File: src/rtl/offnariscv_pipe_tracer.sv
// Pipeline tracer: turns per-cycle pipeline events (fetch, stage handshakes,
// retire, flush) into compact trace records queued in a small FIFO. When the
// FIFO fills, records are dropped and counted; once space returns, a single
// overflow marker reports how many activity records were lost.
//
// Output stream handshake: a record is offered while rec_valid is high and is
// consumed on a clock edge where rec_valid && rec_ready. While rec_valid is
// high and rec_ready is low, the payload holds steady. rec_valid never depends
// combinationally on rec_ready.
//
// The `dropping` output is the registered view of the NORMAL/DROP state.

module offnariscv_pipe_tracer #(
    parameter int NUM_STAGES  = 5,
    parameter int ID_WIDTH    = 16,
    parameter int FIFO_DEPTH  = 8,
    parameter int DELTA_WIDTH = 8
) (
    input  logic                           clk,
    input  logic                           rst,
    input  logic                           fetch_start,
    input  logic [NUM_STAGES-1:0]          stage_ack,
    input  logic [NUM_STAGES*ID_WIDTH-1:0] stage_id,
    input  logic                           retire_valid,
    input  logic [ID_WIDTH-1:0]            retire_id,
    input  logic                           flush_valid,
    input  logic [ID_WIDTH-1:0]            flush_id,
    output logic                           rec_valid,
    input  logic                           rec_ready,
    output logic                           rec_kind,
    output logic [DELTA_WIDTH-1:0]         rec_delta,
    output logic                           rec_start,
    output logic [ID_WIDTH-1:0]            rec_start_id,
    output logic [NUM_STAGES-1:0]          rec_stage_mask,
    output logic [NUM_STAGES*ID_WIDTH-1:0] rec_stage_id,
    output logic                           rec_retire,
    output logic [ID_WIDTH-1:0]            rec_retire_id,
    output logic [ID_WIDTH-1:0]            rec_retire_seq,
    output logic                           rec_flush,
    output logic [ID_WIDTH-1:0]            rec_flush_first,
    output logic [ID_WIDTH-1:0]            rec_flush_last,
    output logic [15:0]                    rec_drop_cnt,
    output logic                           dropping
);

    localparam int AW    = (FIFO_DEPTH > 1) ? $clog2(FIFO_DEPTH) : 1;
    localparam int REC_W = 1 + DELTA_WIDTH + 1 + ID_WIDTH + NUM_STAGES
                         + NUM_STAGES*ID_WIDTH + 1 + 2*ID_WIDTH + 1
                         + 2*ID_WIDTH + 16;

    localparam logic [ID_WIDTH-1:0]    ID_ONE    = {{(ID_WIDTH-1){1'b0}}, 1'b1};
    localparam logic [DELTA_WIDTH-1:0] DELTA_ONE = {{(DELTA_WIDTH-1){1'b0}}, 1'b1};
    localparam logic [DELTA_WIDTH-1:0] DELTA_MAX = {DELTA_WIDTH{1'b1}};
    localparam logic [AW-1:0]          PTR_ONE   = {{(AW-1){1'b0}}, 1'b1};
    localparam logic [AW:0]            CNT_ONE   = {{AW{1'b0}}, 1'b1};
    localparam logic [AW:0]            CNT_FULL  = {1'b1, {AW{1'b0}}};

    typedef enum logic {ST_NORMAL, ST_DROP} state_t;

    state_t                     state_q;
    logic [1:0]                 rst_sync;
    logic                       rst_n_i;
    logic [ID_WIDTH-1:0]        next_id_q, retire_seq_q;
    logic [DELTA_WIDTH-1:0]     delta_q;
    logic [15:0]                drop_cnt_q, drop_inc, marker_cnt;
    logic [ID_WIDTH-1:0]        flush_first, flush_last, flush_len, seq_after_ret;
    logic                       flush_hit, active, full, wr_en, pop;
    logic [NUM_STAGES*ID_WIDTH-1:0] stage_id_m;
    logic [REC_W-1:0]           act_rec, marker_rec, wr_data, rec_out;
    logic [REC_W-1:0]           mem [FIFO_DEPTH];
    logic [AW-1:0]              wr_ptr_q, rd_ptr_q;
    logic [AW:0]                count_q;

    // Reset asserts immediately and releases two clock edges later
    always_ff @(posedge clk or negedge rst) begin
        if (!rst) rst_sync <= 2'b00;
        else      rst_sync <= {rst_sync[0], 1'b1};
    end
    assign rst_n_i = rst_sync[1];

    // Flush covers flush_id+1 .. next_id-1; empty when flush_id is the newest ID
    assign flush_first   = flush_id + ID_ONE;
    assign flush_last    = next_id_q - ID_ONE;
    assign flush_len     = next_id_q - flush_first;
    assign flush_hit     = flush_valid && (flush_first != next_id_q);
    assign active        = fetch_start || (|stage_ack) || retire_valid || flush_hit;
    assign seq_after_ret = retire_valid ? retire_seq_q + ID_ONE : retire_seq_q;
    assign full          = (count_q == CNT_FULL);
    assign drop_inc      = (drop_cnt_q == 16'hFFFF) ? drop_cnt_q : drop_cnt_q + 16'd1;
    assign marker_cnt    = active ? drop_inc : drop_cnt_q;

    // Unacknowledged stages report ID 0
    always_comb begin
        stage_id_m = '0;
        for (int s = 0; s < NUM_STAGES; s++) begin
            if (stage_ack[s]) stage_id_m[s*ID_WIDTH +: ID_WIDTH] = stage_id[s*ID_WIDTH +: ID_WIDTH];
        end
    end

    assign act_rec = {1'b0, delta_q,
                      fetch_start, fetch_start ? next_id_q : '0,
                      stage_ack, stage_id_m,
                      retire_valid, retire_valid ? retire_id : '0,
                      retire_valid ? retire_seq_q : '0,
                      flush_hit, flush_hit ? flush_first : '0,
                      flush_hit ? flush_last : '0,
                      16'd0};
    assign marker_rec = {1'b1, {(REC_W-17){1'b0}}, marker_cnt};

    // Choose what (if anything) enters the FIFO this cycle
    always_comb begin
        wr_en   = 1'b0;
        wr_data = act_rec;
        if (state_q == ST_NORMAL) begin
            wr_en = active && !full;
        end else if (!full) begin
            wr_en   = 1'b1;
            wr_data = marker_rec;
        end
    end

    // Overflow FSM: count lost activity records until the FIFO has room
    always_ff @(posedge clk or negedge rst_n_i) begin
        if (!rst_n_i) begin
            state_q    <= ST_NORMAL;
            drop_cnt_q <= 16'd0;
            dropping   <= 1'b0;
        end else begin
            case (state_q)
                ST_NORMAL: begin
                    if (active && full) begin
                        state_q    <= ST_DROP;
                        drop_cnt_q <= 16'd1;
                        dropping   <= 1'b1;
                    end
                end
                ST_DROP: begin
                    if (full) begin
                        if (active) drop_cnt_q <= drop_inc;
                    end else begin
                        state_q    <= ST_NORMAL;
                        drop_cnt_q <= 16'd0;
                        dropping   <= 1'b0;
                    end
                end
                default: state_q <= ST_NORMAL;
            endcase
        end
    end

    // ID, retire sequence and delta counters run regardless of drops
    always_ff @(posedge clk or negedge rst_n_i) begin
        if (!rst_n_i) begin
            next_id_q    <= '0;
            retire_seq_q <= '0;
            delta_q      <= '0;
        end else begin
            if (fetch_start) next_id_q <= next_id_q + ID_ONE;
            retire_seq_q <= flush_hit ? seq_after_ret + flush_len : seq_after_ret;
            if (wr_en)                   delta_q <= DELTA_ONE;
            else if (delta_q != DELTA_MAX) delta_q <= delta_q + DELTA_ONE;
        end
    end

    assign rec_valid = (count_q != '0);
    assign pop       = rec_valid && rec_ready;

    // FIFO pointers and registered occupancy
    always_ff @(posedge clk or negedge rst_n_i) begin
        if (!rst_n_i) begin
            wr_ptr_q <= '0;
            rd_ptr_q <= '0;
            count_q  <= '0;
        end else begin
            if (wr_en) wr_ptr_q <= wr_ptr_q + PTR_ONE;
            if (pop)   rd_ptr_q <= rd_ptr_q + PTR_ONE;
            case ({wr_en, pop})
                2'b10:   count_q <= count_q + CNT_ONE;
                2'b01:   count_q <= count_q - CNT_ONE;
                default: count_q <= count_q;
            endcase
        end
    end

    // FIFO storage; contents are only visible through the valid-gated head
    always_ff @(posedge clk) begin
        if (wr_en) mem[wr_ptr_q] <= wr_data;
    end

    assign rec_out = rec_valid ? mem[rd_ptr_q] : '0;
    assign {rec_kind, rec_delta, rec_start, rec_start_id, rec_stage_mask,
            rec_stage_id, rec_retire, rec_retire_id, rec_retire_seq,
            rec_flush, rec_flush_first, rec_flush_last, rec_drop_cnt} = rec_out;

endmodule

File: config.mk
export PLATFORM = sky130hd
export DESIGN_NAME = offnariscv_pipe_tracer
export DESIGN_NICKNAME = d
export VERILOG_FILES = /design/src/rtl/offnariscv_pipe_tracer.sv
export SDC_FILE = /design/constraint.sdc
export NUM_CORES = 2
export LEC_CHECK = 0
export BUFFER_PORTS_ARGS = -buffer_cell sky130_fd_sc_hd__buf_4
export CAP_MARGIN = 20
export CORE_MARGIN = 2
export CORE_UTILIZATION = 45
export DETAILED_ROUTE_END_ITERATION = 7
export PLACE_DENSITY = 0.68
export SYNTH_ARGS = -nofsm -noshare
export SYNTH_HDL_FRONTEND = slang
export SYNTH_SLANG_ARGS = --single-unit
File: constraint.sdc
create_clock -name clk -period 6.33 [get_ports clk]
set_input_delay 0.9495 -clock clk [delete_from_list [all_inputs] [get_ports clk]]
set_output_delay 0.9495 -clock clk [all_outputs]
set_load 0.005 [all_outputs]
Word-level counts from Yosys, hierarchy flattened:

Memory sizes are Yosys's and may differ from the RTL's.
Index checks and enable logic that the tools add are counted.

* bits in registers: 70
* bits in latches: 0
* RAM bits: 1544
* ROM bits: 0
* input port bits: 123
* output and inout bits: 195
* logic and storage cells: 78
* memories kept: 1

* add/subtract/negate cells: 12
* multipliers: 0
* div/mod/pow operators: 0
* magnitude comparators: 0
* equal/unequal tests: 8
* shift-type cells: 0
* multiplexer cells: 33
* bitwise gates (word level): 1
* reductions and logical operators: 13

Memory list
* mem: words 8, bits a word 193, read ports 1, clocked after memory_dff 0, write ports 1, RTL line 70 `logic [REC_W-1:0] mem [FIFO_DEPTH];`

Operators with widths (number)
* 193-bit 2-to-1 mux: 3
* 16-bit 2-to-1 mux: 16
* 16-bit by 1-bit adder with 16-bit output, second input constant: 4
* 16-bit one-hot mux with 2 select lines: 1
* 16-bit adder: 1
* 16-bit equality test, second input constant: 1
* 8-bit 2-to-1 mux: 2
* 16-bit != test: 1
* 16-bit by 1-bit subtractor with 16-bit output, second input constant: 1
* 16-bit subtractor: 1
* 8-bit by 1-bit adder with 8-bit output, second input constant: 1
* 1-bit 2-to-1 mux: 8
* 8-bit != test, second input constant: 1
* 4-bit one-hot mux with 2 select lines: 1
* 3-bit by 1-bit adder with 3-bit output, second input constant: 2
* 5-bit OR reduction: 1
* 4-bit by 1-bit adder with 4-bit output, second input constant: 1
* 4-bit equality test, second input constant: 1
* 1-bit logical AND: 4
* 1-bit one-hot mux with 2 select lines: 2
* 2-bit nonzero test: 2
* 4-bit nonzero test: 1
* 4-bit by 1-bit subtractor with 4-bit output, second input constant: 1
* 1-bit logical OR: 3
* 7 further kinds: 7

Logic depth before layout (Yosys ltp):

* depth after elaboration: 8
* mapped depth: 20
* depth with buffers taken out: 19

Worst setup path after synthesis:

Ideal clock, no wire load.

* kind: input port to flip-flop
* start point: input flush_id[3]
* end point: memory mem[4][0] in the netlist's numbering (enable)
* setup time: 1.287 ns
* data arrival time: 22.516 ns
* data required time: 5.043 ns
* setup slack: -17.473 ns
* stages on the path: 13
* path buffers: 1
* cell sequence: nand4_1 or2_2 nand2b_1 xor2_1 ha_1 nand4_1 nor3_1 nand3_1 a2bb2oi_1 buf_6 o21a_4 inv_2 nor4b_1

* longest elaborated chain between the ends: 8

RTL lines
* start: declaration: RTL line 27 `input logic [ID_WIDTH-1:0] flush_id,`
* 16-bit by 1-bit adder with 16-bit output: RTL line 82 `assign flush_first = flush_id + ID_ONE;`
* 16-bit != test: RTL line 85 `assign flush_hit = flush_valid && (flush_first != next_id_q);`
* 1-bit logical AND: RTL line 85
* 1-bit logical OR: RTL line 86 `assign active = fetch_start || (|stage_ack) || retire_valid || flush_hit;`
* 1-bit logical AND: RTL line 115 `wr_en = active && !full;`
* 1-bit 2-to-1 mux: RTL line 114 `if (state_q == ST_NORMAL) begin`
* 1-bit 2-to-1 mux: RTL line 187 `if (wr_en) mem[wr_ptr_q] <= wr_data;`
* 1-bit 2-to-1 mux (implied by the code): RTL line 187
* end: declaration: RTL line 70

Every way passes these cells.

Worst setup path in the final report:

* start point: register rd_ptr_q[1]
* end point: output rec_stage_id[13]

* longest elaborated chain between the ends: 2

RTL lines
* start: declaration: RTL line 71 `logic [AW-1:0] wr_ptr_q, rd_ptr_q;`
* start signal: assignment: RTL line 176 `if (pop) rd_ptr_q <= rd_ptr_q + PTR_ONE;`
* memory 8 x 193 bit
* 193-bit 2-to-1 mux: RTL line 190 `assign rec_out = rec_valid ? mem[rd_ptr_q] : '0;`
* end: declaration: RTL line 35 `output logic [NUM_STAGES*ID_WIDTH-1:0] rec_stage_id,`

Every way passes these cells.

==> out/qor.txt <==
Die Y - 384 um
Initial DRC count - 3110
Crit. End Element - output pin
RSZ-0062 raised after global routing - false
Commonest non-fill, non-tap cells in the layout - 1544 x edfxtp_1, 386 x mux4_2, 342 x buf_4
Final period util - 71.7%
Worst hold slack - 0.346 ns
Dpl hpwl - 83700 um
Slew Limit Fails - 0
Syn Std Cell Area - 65100 um2
Core Area - 144000 um2
Outcome - complete, but fails checks
Dpl ws - 1.38 ns
Synth async-reset ratio - 4.34%
Cell Rows - 139
Top-area cell type share of the netlist area - 71.2%
WP data arrival - 3.59 ns
CTS tree - done
CTS Buf Count - 160
Fmax - 220 MHz
DR vias - 32200
Commonest non-fill, non-tap cell in the layout - edfxtp_1
Reg2reg setup slack - 2.32 ns
Wirelength, routed - 145000 um
Final Wtd Congestion - 0.806
TritonCTS Sinks - 1614
Synth top area cells - edfxtp_1 71%, mux4_2 13%, mux2i_1 3.1%
Max Cap Viol - 0
IO Count - 318
CTS root buf - clkbuf_16
Buffers added on ports - 317
Critical path origin - rd_ptr_q[1]$_DFFE_PN0P_
Slew HR - 20.9%
Skew final - 0.0379 ns
CP endpoint - rec_stage_id[13]
Largest area contributor in the netlist - edfxtp_1
Distinct cells, synth - 65
Cells after Synth - 3293
Layout cells sized above 1 - 27.0%
Routed vias/inst - 5.67
Initial Util - 45.3%
Clk slew on worst S/H paths - 0.06 ns
Initial antenna violation count - 7
CP max FO - 56
Register area share after synthesis - 73.9%
Period minus WS final - 4.54 ns
Htree depth - 4
Layout area overhead - 15.8%
Final net count - 3827
Area of the die - 148000 um2
PwrDens - 531 nW/um2
GRT Util Overall - 19.6%
Failing checks - design-rule violations
Inst Count DP - 5386
Postcts setup bufs - 0
Syn. warnings - 0
Worst slew pin tran - 1.19 ns
Setup CP Type - reg -> out
Antenna-violating nets left - 0
Die X - 384 um
Post-cts sizing count - 0
R2r startpoint - retire_seq_q[1]$_DFF_PN0_
Register bit total from synthesis - 1614
Largest net degree at the start of global routing - 129
VDD IR-drop max - 0.451 mV
Vias in the first global route - 32700
Synth Flop Type - edfxtp_1
Drt drc - 60
Syn avg cell area - 19.8 um2
Worst Hold Class - reg -> reg
Leakage Power - 26.2 nW
Setup violations, final - 0
Routed len/inst - 25.6 um
Setup WS post-layout - 1.79 ns
Req. time, crit path - 5.38 ns
Grt total ovfl - 0
Clock tree buffer depth - 3
Synthesized net count - 3473
Final hold vios - 0
Reg2reg path depth - 13
Worst R2R End - retire_seq_q[15]$_DFF_PN0_
Critical path startpoint category - register
Finished Layout Cells - 5681
Total Power - 40.0 mW
Clock Latency Late Sink - 0.78 ns
TritonRoute pass-1 iters - 7
First-pass GRT wire length - 214000 um
Number of synthesized flops with an enable pin - 1544
## power by group
part	internal (mW)	total (mW)	switching, mW
Sequential	15.4	16.3	0.989
Combinational	6.42	14.3	7.93
Clock	5.35	9.31	3.97
Total	27.1	40.0	12.9
## per-layer routing
layer / GRT usage (%) / vias to the layer above / wire, um
li1: - / 14000 / -
met1: 27.6 / 17000 / 61600
met2: 31.1 / 1056 / 70200
met3: 4.35 / 172 / 10500
met4: 5.11 / 4 / 2830
met5: 0 / - / 28
## cell usage after synthesis, types with 3 or more instances
master,instances
edfxtp_1,1544
nor4_1,3
ha_1,42
nand2b_1,8
a21oi_1,25
a211oi_1,3
xnor2_1,51
xor2_1,45
o21ai_0,34
a31oi_1,7
inv_1,24
and3_1,145
nor2_1,279
nand3_1,24
nor3b_1,3
clkbuf_1,107
nor3_1,13
buf_2,42
fa_1,15
buf_6,4
and2_1,22
mux2_2,6
nand2_1,66
a41oi_1,4
mux2i_1,201
and4_1,4
dfrtp_1,70
a21o_1,4
nand4_1,22
nor2b_1,10
o31ai_1,7
mux4_2,386
buf_1,35
## logic make-up (layout without fill, tap and decap cells)
| group | count (synthesis) | after routing | share of synthesized area (%) |
|---|---|---|---|
| DFF | 1614 | 1614 | 73.9 |
| and+or+nand+nor | 615 | 615 | 4.62 |
| muxes | 594 | 594 | 16.6 |
| buffers and inverters | 214 | 697 | 1.37 |
| adders and majority gates | 57 | 57 | 1.27 |
| other | 1 | 3 | 0.00576 |
| xor gates and xnor gates | 96 | 96 | 1.29 |
| AOI/OAI and AO/OA | 102 | 102 | 0.978 |
## repair_timing
action,in CTS,in global routing
endpoints found under the hold margin,2,0
hold buffers,1,0
endpoints found under the setup margin,0,0
## cell type report
type,instances,area [um2]
clock inverters,83,927
repair buffers,381,3350
multi-input cells,1465,16300
diodes,2,5.00
clock buffers,208,4250
inverters,25,98.8
fillers,11300,68300
flip-flops and latches,1614,48100
well taps,1903,2380
## metrics by stage
stage          utilization (%)  setup TNS [ns]  area [um2]
2_1_floorplan                -        -3300.53       65200
3_3_place_gp              48.8               0       70200
5_1_grt                   52.5               0       75400
3_5_place_dp              48.8               0       70200
4_1_cts                   52.5               0       75400
6_report                  52.5               0       75400
## flip-flops by register name, indices dropped and copies added (netlist names)
register / flops
dropping: 1
delta_q: 8
drop_cnt_q: 16
mem: 1544
wr_ptr_q: 3
rst_sync: 2
retire_seq_q: 16
state_q: 1
count_q: 4
rd_ptr_q: 3
next_id_q: 16
## worst max-delay path: stages (launching register included)
cell	delay, ns
dfrtp_4	1.07
buf_4	0.58
mux4_2	0.40
mux2i_1	0.43
nor2_1	0.08
buf_4	0.17
## how the worst min path moves through the flow
stage                     startpoint               endpoint  slack [ns]  cells after the start
3_3_place_gp   rst_sync[0]$_DFF_PN0_  rst_sync[1]$_DFF_PN0_        0.33                      0
3_5_place_dp   rst_sync[0]$_DFF_PN0_  rst_sync[1]$_DFF_PN0_        0.34                      0
5_1_grt        rst_sync[0]$_DFF_PN0_  rst_sync[1]$_DFF_PN0_        0.37                      0
4_1_cts        rst_sync[0]$_DFF_PN0_  rst_sync[1]$_DFF_PN0_        0.35                      0
6_report       rst_sync[0]$_DFF_PN0_  rst_sync[1]$_DFF_PN0_        0.35                      0
2_1_floorplan  rst_sync[0]$_DFF_PN0_  rst_sync[1]$_DFF_PN0_        0.33                      0
(Power assumes the default switching activity.)
